[src/rtl/batalha_pkg.sv]
// Shared constants and state encoding for the battleship shot responder.
package batalha_pkg;

    localparam int GRID_BITS   = 3;
    localparam int ADDR_BITS   = 2 * GRID_BITS;
    localparam int TOTAL_CELLS = 12;
    localparam int CNT_BITS    = 4;

    localparam logic P1 = 1'b0;
    localparam logic P2 = 1'b1;

    localparam logic [1:0] ST_IDLE = 2'd0;
    localparam logic [1:0] ST_LER  = 2'd1;
    localparam logic [1:0] ST_AVAL = 2'd2;
    localparam logic [1:0] ST_RESP = 2'd3;

    typedef enum logic [1:0] {
        IDLE = ST_IDLE,
        LER  = ST_LER,
        AVAL = ST_AVAL,
        RESP = ST_RESP
    } estado_t;

endpackage

[src/rtl/respondedor_tiro_if.sv]
// Shot request/response plus board-memory read port between game FSM and responder.
interface respondedor_tiro_if #(
    parameter int GRID_BITS = batalha_pkg::GRID_BITS
);
    logic                   clear;
    logic                   valida;
    logic [GRID_BITS-1:0]   coord_x;
    logic [GRID_BITS-1:0]   coord_y;
    logic                   jogador;
    logic                   rd_en;
    logic                   rd_jogador;
    logic [2*GRID_BITS-1:0] rd_addr;
    logic                   rd_data;
    logic                   ocupado;
    logic                   pronto;
    logic                   acertou_tiro;
    logic                   repetido;
    logic                   fim_jogo;
    logic                   vencedor;

    modport master (
        output clear, valida, coord_x, coord_y, jogador, rd_data,
        input  rd_en, rd_jogador, rd_addr, ocupado, pronto,
               acertou_tiro, repetido, fim_jogo, vencedor
    );

    modport slave (
        input  clear, valida, coord_x, coord_y, jogador, rd_data,
        output rd_en, rd_jogador, rd_addr, ocupado, pronto,
               acertou_tiro, repetido, fim_jogo, vencedor
    );
endinterface

[src/rtl/mapa_tiros.sv]
// Record of cells already shot on one player's board: sync set/clear, comb lookup.
module mapa_tiros #(
    parameter int ADDR_BITS = batalha_pkg::ADDR_BITS
) (
    input  logic                 clk,
    input  logic                 reset,
    input  logic                 clear,
    input  logic                 set_en,
    input  logic [ADDR_BITS-1:0] addr,
    output logic                 tiro_feito
);

    logic [2**ADDR_BITS-1:0] mapa;

    always_ff @(posedge clk or negedge reset) begin
        if (!reset) begin
            mapa <= '0;
        end else if (clear) begin
            mapa <= '0;
        end else if (set_en) begin
            mapa[addr] <= 1'b1;
        end
    end

    assign tiro_feito = mapa[addr];

endmodule

[src/rtl/respondedor_tiro.sv]
// Shot responder: reads the target board, flags hit/repeat, counts hits, declares winner.
// state | meaning
// IDLE  | waiting for a shot request
// LER   | board read issued for the latched cell
// AVAL  | board data valid; results, map and counters updated
// RESP  | one-cycle pronto strobe
module respondedor_tiro
    import batalha_pkg::*;
#(
    parameter int GRID_BITS   = batalha_pkg::GRID_BITS,
    parameter int TOTAL_CELLS = batalha_pkg::TOTAL_CELLS,
    parameter int CNT_BITS    = batalha_pkg::CNT_BITS
) (
    input  logic               clk,
    input  logic               reset,
    respondedor_tiro_if.slave  tiro
);

    localparam int ADDR_W = 2 * GRID_BITS;
    localparam logic [CNT_BITS-1:0] TOTAL = CNT_BITS'(TOTAL_CELLS);

    estado_t             estado;
    logic [ADDR_W-1:0]   addr;
    logic                jog;
    logic                alvo;
    logic                rd_en_q;
    logic                ocupado_q;
    logic                pronto_q;
    logic                acertou_q;
    logic                repetido_q;
    logic                fim_q;
    logic                vencedor_q;
    logic [CNT_BITS-1:0] hits_p1;
    logic [CNT_BITS-1:0] hits_p2;
    logic [CNT_BITS-1:0] hit_sel;
    logic [CNT_BITS-1:0] hit_next;
    logic                rep_p1;
    logic                rep_p2;
    logic                rep;
    logic                marca;

    // alvo is the registered ~jogador, so it doubles as the target-board select
    assign rep      = (alvo == P2) ? rep_p2 : rep_p1;
    assign marca    = (estado == AVAL) && !tiro.clear && !rep;
    assign hit_sel  = (jog == P2) ? hits_p2 : hits_p1;
    assign hit_next = hit_sel + CNT_BITS'(1);

    mapa_tiros #(.ADDR_BITS(ADDR_W)) u_mapa_p1 (
        .clk        (clk),
        .reset      (reset),
        .clear      (tiro.clear),
        .set_en     (marca && (alvo == P1)),
        .addr       (addr),
        .tiro_feito (rep_p1)
    );

    mapa_tiros #(.ADDR_BITS(ADDR_W)) u_mapa_p2 (
        .clk        (clk),
        .reset      (reset),
        .clear      (tiro.clear),
        .set_en     (marca && (alvo == P2)),
        .addr       (addr),
        .tiro_feito (rep_p2)
    );

    always_ff @(posedge clk or negedge reset) begin
        if (!reset) begin
            estado     <= IDLE;
            addr       <= '0;
            jog        <= P1;
            alvo       <= 1'b0;
            rd_en_q    <= 1'b0;
            ocupado_q  <= 1'b0;
            pronto_q   <= 1'b0;
            acertou_q  <= 1'b0;
            repetido_q <= 1'b0;
            fim_q      <= 1'b0;
            vencedor_q <= 1'b0;
            hits_p1    <= '0;
            hits_p2    <= '0;
        end else if (tiro.clear) begin
            estado     <= IDLE;
            rd_en_q    <= 1'b0;
            ocupado_q  <= 1'b0;
            pronto_q   <= 1'b0;
            fim_q      <= 1'b0;
            vencedor_q <= 1'b0;
            hits_p1    <= '0;
            hits_p2    <= '0;
        end else begin
            case (estado)
                IDLE: begin
                    if (tiro.valida && !fim_q) begin
                        addr      <= {tiro.coord_y, tiro.coord_x};
                        jog       <= tiro.jogador;
                        alvo      <= ~tiro.jogador;
                        rd_en_q   <= 1'b1;
                        ocupado_q <= 1'b1;
                        estado    <= LER;
                    end
                end
                LER: begin
                    rd_en_q <= 1'b0;
                    estado  <= AVAL;
                end
                AVAL: begin
                    if (rep) begin
                        repetido_q <= 1'b1;
                        acertou_q  <= 1'b0;
                    end else begin
                        repetido_q <= 1'b0;
                        acertou_q  <= tiro.rd_data;
                        if (tiro.rd_data && (hit_sel < TOTAL)) begin
                            if (jog == P2) hits_p2 <= hit_next;
                            else           hits_p1 <= hit_next;
                            if (hit_next == TOTAL) begin
                                fim_q      <= 1'b1;
                                vencedor_q <= jog;
                            end
                        end
                    end
                    pronto_q <= 1'b1;
                    estado   <= RESP;
                end
                RESP: begin
                    pronto_q  <= 1'b0;
                    ocupado_q <= 1'b0;
                    estado    <= IDLE;
                end
                default: estado <= IDLE;
            endcase
        end
    end

    assign tiro.rd_en        = rd_en_q;
    assign tiro.rd_jogador   = alvo;
    assign tiro.rd_addr      = addr;
    assign tiro.ocupado      = ocupado_q;
    assign tiro.pronto       = pronto_q;
    assign tiro.acertou_tiro = acertou_q;
    assign tiro.repetido     = repetido_q;
    assign tiro.fim_jogo     = fim_q;
    assign tiro.vencedor     = vencedor_q;

endmodule

[src/flat_wrapper.sv]
// flat-port wrapper written by rule: the top's interface ports become plain ports
module respondedor_tiro_flat import batalha_pkg::*;
#(
    parameter int GRID_BITS   = batalha_pkg::GRID_BITS,
    parameter int TOTAL_CELLS = batalha_pkg::TOTAL_CELLS,
    parameter int CNT_BITS    = batalha_pkg::CNT_BITS
)
  (clk, reset, tiro_clear, tiro_valida, tiro_coord_x, tiro_coord_y, tiro_jogador, tiro_rd_data, tiro_rd_en, tiro_rd_jogador, tiro_rd_addr, tiro_ocupado, tiro_pronto, tiro_acertou_tiro, tiro_repetido, tiro_fim_jogo, tiro_vencedor);
  respondedor_tiro_if #(.GRID_BITS(GRID_BITS)) tiro_i ();
  input  logic clk;
  input  logic reset;
  input wire logic [$bits(tiro_i.clear)-1:0] tiro_clear;
  input wire logic [$bits(tiro_i.valida)-1:0] tiro_valida;
  input wire logic [$bits(tiro_i.coord_x)-1:0] tiro_coord_x;
  input wire logic [$bits(tiro_i.coord_y)-1:0] tiro_coord_y;
  input wire logic [$bits(tiro_i.jogador)-1:0] tiro_jogador;
  input wire logic [$bits(tiro_i.rd_data)-1:0] tiro_rd_data;
  output wire logic [$bits(tiro_i.rd_en)-1:0] tiro_rd_en;
  output wire logic [$bits(tiro_i.rd_jogador)-1:0] tiro_rd_jogador;
  output wire logic [$bits(tiro_i.rd_addr)-1:0] tiro_rd_addr;
  output wire logic [$bits(tiro_i.ocupado)-1:0] tiro_ocupado;
  output wire logic [$bits(tiro_i.pronto)-1:0] tiro_pronto;
  output wire logic [$bits(tiro_i.acertou_tiro)-1:0] tiro_acertou_tiro;
  output wire logic [$bits(tiro_i.repetido)-1:0] tiro_repetido;
  output wire logic [$bits(tiro_i.fim_jogo)-1:0] tiro_fim_jogo;
  output wire logic [$bits(tiro_i.vencedor)-1:0] tiro_vencedor;
  assign tiro_i.clear = tiro_clear;
  assign tiro_i.valida = tiro_valida;
  assign tiro_i.coord_x = tiro_coord_x;
  assign tiro_i.coord_y = tiro_coord_y;
  assign tiro_i.jogador = tiro_jogador;
  assign tiro_i.rd_data = tiro_rd_data;
  assign tiro_rd_en = tiro_i.rd_en;
  assign tiro_rd_jogador = tiro_i.rd_jogador;
  assign tiro_rd_addr = tiro_i.rd_addr;
  assign tiro_ocupado = tiro_i.ocupado;
  assign tiro_pronto = tiro_i.pronto;
  assign tiro_acertou_tiro = tiro_i.acertou_tiro;
  assign tiro_repetido = tiro_i.repetido;
  assign tiro_fim_jogo = tiro_i.fim_jogo;
  assign tiro_vencedor = tiro_i.vencedor;
  respondedor_tiro #(.GRID_BITS(GRID_BITS), .TOTAL_CELLS(TOTAL_CELLS), .CNT_BITS(CNT_BITS)) u_core (.clk(clk), .reset(reset), .tiro(tiro_i));
endmodule
[config.mk]
export PLATFORM = sky130hd
export DESIGN_NAME = respondedor_tiro_flat
export DESIGN_NICKNAME = d
export VERILOG_FILES = /design/src/rtl/batalha_pkg.sv /design/src/rtl/respondedor_tiro_if.sv /design/src/rtl/mapa_tiros.sv /design/src/rtl/respondedor_tiro.sv /design/src/flat_wrapper.sv
export SDC_FILE = /design/constraint.sdc
export NUM_CORES = 1
export LEC_CHECK = 0
export CAP_MARGIN = 15
export CORE_MARGIN = 2
export CORE_UTILIZATION = 55
export DETAILED_ROUTE_END_ITERATION = 8
export PLACE_DENSITY = 0.84
export SLEW_MARGIN = 20
export SYNTH_ARGS = -nofsm -noshare
export SYNTH_HDL_FRONTEND = slang
export SYNTH_HIERARCHICAL = 1
export SYNTH_SLANG_ARGS = --single-unit
[constraint.sdc]
create_clock -name clk -period 3.85 [get_ports clk]
set_clock_uncertainty 0.05 [all_clocks]
set_input_delay 0.77 -clock clk [delete_from_list [all_inputs] [get_ports clk]]
set_output_delay 0.77 -clock clk [all_outputs]
set_load 0.03 [all_outputs]
==> key figures <==
Yosys
  • Synth warn: 6
  • Area of the mapped netlist: 7190 sq um
  • Syn nets: 718
  • Async SR Flop Fraction: 1.00
  • EDFF count, synth: 0
  • Register area share after synthesis: 0.533
  • Distinct cells, synth: 57
  • Post-Syn Instances: 699
  • Seq cells post-synth: ~150
  • Avg Cell Area, Syn: between 10 and 15 sq um
  • Ys flop type: dfrtp_1

Global routing
  • Antenna violations before repair: 0
  • Vias in the first global route: 5,858
  • Global-route wire length before repair: 29,500 microns
  • Largest net degree at the start of global routing: just over 80
  • Overflow after GRT: 0
  • Gr usage total: 0.265

Layout
  • Non-filler cells, final: approximately 900
  • Layout cells sized above 1: 0.141
  • Nets@finish: 751
  • Area delta synth->final: 16.5%
  • Ant. Diodes: 0

Placement
  • GP Congestion: roughly 0.9
  • DP HPWL: 11,000 microns
  • Placed cells: 885
  • Buffers on Ports: 25
  • Dpl ws: 0.323 ns

Route
  • Met3 wire len: between 1000 and 1500 microns
  • Vias/cell: 6.21
  • Iteration count of the initial detailed-routing pass: 5
  • Initial DRC Count: roughly 670
  • Vias: 5,698
  • Post-DRT Antenna Nets: 0
  • Met2 wire length: 8650 microns
  • DR WL/cell: 19.2 microns
  • Top Metal Used: met4
  • Met1 Wirelength: 7340 microns
  • DRC: 0
  • Final wirelength: around 18,000 microns

Setup path
  • Crit path kind: flip-flop to flip-flop
  • RR Startpoint: u_core/tiro.rd_addr[1]
  • Critical path depth in cells: 11
  • Flop-to-flop setup slack: 0.29 ns
  • Critical Path Start Type: flip-flop
  • CP bufs+invs: 1
  • Slowest CP cell: mux4_1
  • Cell family with the largest share of critical-path delay: simple AND/OR/NAND/NOR gates
  • R2R Path End: u_core/u_mapa_p1/mapa[13]
  • Crit path arrival time: 3.85 ns
  • Most used cell, CP: a21oi_1
  • Crit-path max FO: 34
  • Worst path cell trace: buf_12 > mux4_1 > a22oi_1 > a21oi_1 > a21oi_1 > nand4_1 > nor3_1 > nand2_1 > nor2_1 > a21oi_1 > nor2_1
  • Reg2Reg Depth: 11
  • Critical path required time: 4.14 ns
  • CP peak stage delay: 0.62 ns
  • Critical Path Sink Type: flip-flop

Clock network
  • CTS sink cnt: between 150 and 200
  • Setup bufs post-CTS: 0
  • H-tree levels: 4
  • Clk root buf: clkbuf_16
  • CTS tree: built
  • Num CTS Buffers: 17
  • Clock latency on the worst-skew pair: 0.42 ns
  • CTS max path bufs: 2
  • Clk slew on worst S/H paths: 0.06 ns

STA
  • Worst slew pin tran: 0.990 ns
  • Period utilization: 0.924
  • TNS Setup: 0 ns
  • Hold Fails Final Rpt: 0
  • Unrepaired setup endpoints after global routing: false
  • Pins Over Slew Limit: 0
  • Slew Limit Headroom: 0.339
  • Final worst slack: 0.293 ns
  • Fmax: 0.281 GHz
  • Finish-stage setup viols: 0
  • Tmin final: between 3 and 4 ns

Die
  • DIE WIDTH: 118 microns
  • Total core area: 12,700 sq um
  • Die Ht: 118 microns
  • Initial Utilization: 0.567
  • Die area: 14,000 sq um
  • FP Rows: slightly above 40
  • IO Count: 26

Run status
  • Status: complete, no violations

Power and ir drop
  • Power per cell area: 631 nW/um^2
  • LEAKAGE: 3.79 nW
  • Max IR drop VDD: 0.629 mV

Run
  • Max-Cap Viols: 0

Worst hold path
  • HP Class: primary input to async pin
-- kinds of logic after synthesis --
| kind of cell | synth area share |
|---|---|
| simple gates | 0.160 |
| compound gates | 0.147 |
| buf+inv | 0.0331 |
| fa+ha+maj | 0.0122 |
| mux | 0.107 |
| flops | 0.533 |
| xor+xnor | 0.00853 |
-- worst max-delay path by stage --
| stage | startpoint | end |
|---|---|---|
| finish | u_core/tiro.rd_addr[1] | u_core/u_mapa_p1/mapa[13] |
| global route | u_core/tiro.rd_addr[1] | u_core/u_mapa_p1/mapa[40] |
| CTS | u_core/tiro.rd_addr[1] | u_core/u_mapa_p1/mapa[31] |
| detailed placement | u_core/tiro.rd_addr[1] | u_core/u_mapa_p1/mapa[31] |
| global placement | u_core/tiro.rd_addr[1] | u_core/u_mapa_p1/mapa[13] |
| floorplan | u_core/tiro.rd_addr[1] | u_core/u_mapa_p2/mapa[8] |
-- cell type report --
type                       count  area (sq um)
multi-input combinational    496          3130
timing repair buffer          57           527
clock inverter                13           200
tap                          172           215
clock buffer                  19           443
sequential                   153          3830
fill                         920          4300
inverter                       7          26.3
-- repair_timing --
item	CTS	global route
hold endpoints to repair	0	0
gates resized for setup	0	2
hold buffers	0	0
endpoints found under the setup margin	0	5
-- placed cells by master, fill, tap and decap left out, types with 6 or more instances in the layout --
master	synthesis	routed
dfrtp_1	153	151
nand2_1	23	23
mux4_2	7	7
nor2_1	162	161
mux4_1	8	8
nand3_1	8	8
clkdlybuf4s50_1	0	23
a22oi_1	6	6
a21oi_1	134	134
o21ai_0	12	12
inv_1	6	6
ha_1	7	7
nor3b_1	8	8
mux2_2	13	13
a221oi_1	8	8
mux2i_1	23	23
clkbuf_16	0	17
nand2b_1	7	7
buf_4	3	30
-- sequential cells by signal, indices dropped and copies added (netlist names), 2 cells and up --
signal	cells
u_core/u_mapa_p1/mapa	64
u_core/u_mapa_p2/mapa	64
u_core/tiro.rd_addr	6
u_core/hits_p1	4
u_core/hits_p2	4
u_core/estado	2
-- Yosys cell counts, types with 7 or more instances --
library cell  number  area, sq um
mux4_2             7          158
mux2i_1           23          230
nand2_1           23         86.3
dfrtp_1          153         3830
mux2_2            13          146
ha_1               7         87.6
nor2_1           162          608
nand3_1            8         40.0
mux4_1             8          210
nor3b_1            8         60.1
o21ai_0           12         60.1
buf_2             13         65.1
a221oi_1           8         70.1
clkbuf_1          22         82.6
nand2b_1           7         43.8
a21oi_1          134          671
-- layer usage --
| layer | vias up | track usage |
|---|---|---|
| li1 | 2522 | - |
| met1 | 2850 | 0.356 |
| met2 | 282 | 0.416 |
| met3 | 44 | 0.0632 |
| met4 | 0 | 0.109 |
| met5 | - | 0 |
-- report_power, final --
part | leakage (nW) | switching (mW) | internal (mW)
logic | 1.36 | 0.995 | 0.583
clock network | 0.316 | 0.657 | 1.16
registers | 2.11 | 0.199 | 1.69
total | 3.79 | 1.85 | 3.43
-- through the flow --
step / hold WS, ns / cell area (sq um) / total power, mW / util
floorplan: 0.404 / 7190 / 2.95 / -
global placement: 0.420 / 7720 / 3.40 / 0.609
detailed placement: 0.424 / 7720 / 3.44 / 0.609
CTS: 0.342 / 8360 / 5.28 / 0.660
global route: 0.374 / 8370 / 5.49 / 0.661
finish: 0.319 / 8370 / 5.28 / 0.661
Power figures use the tool's default switching activity.
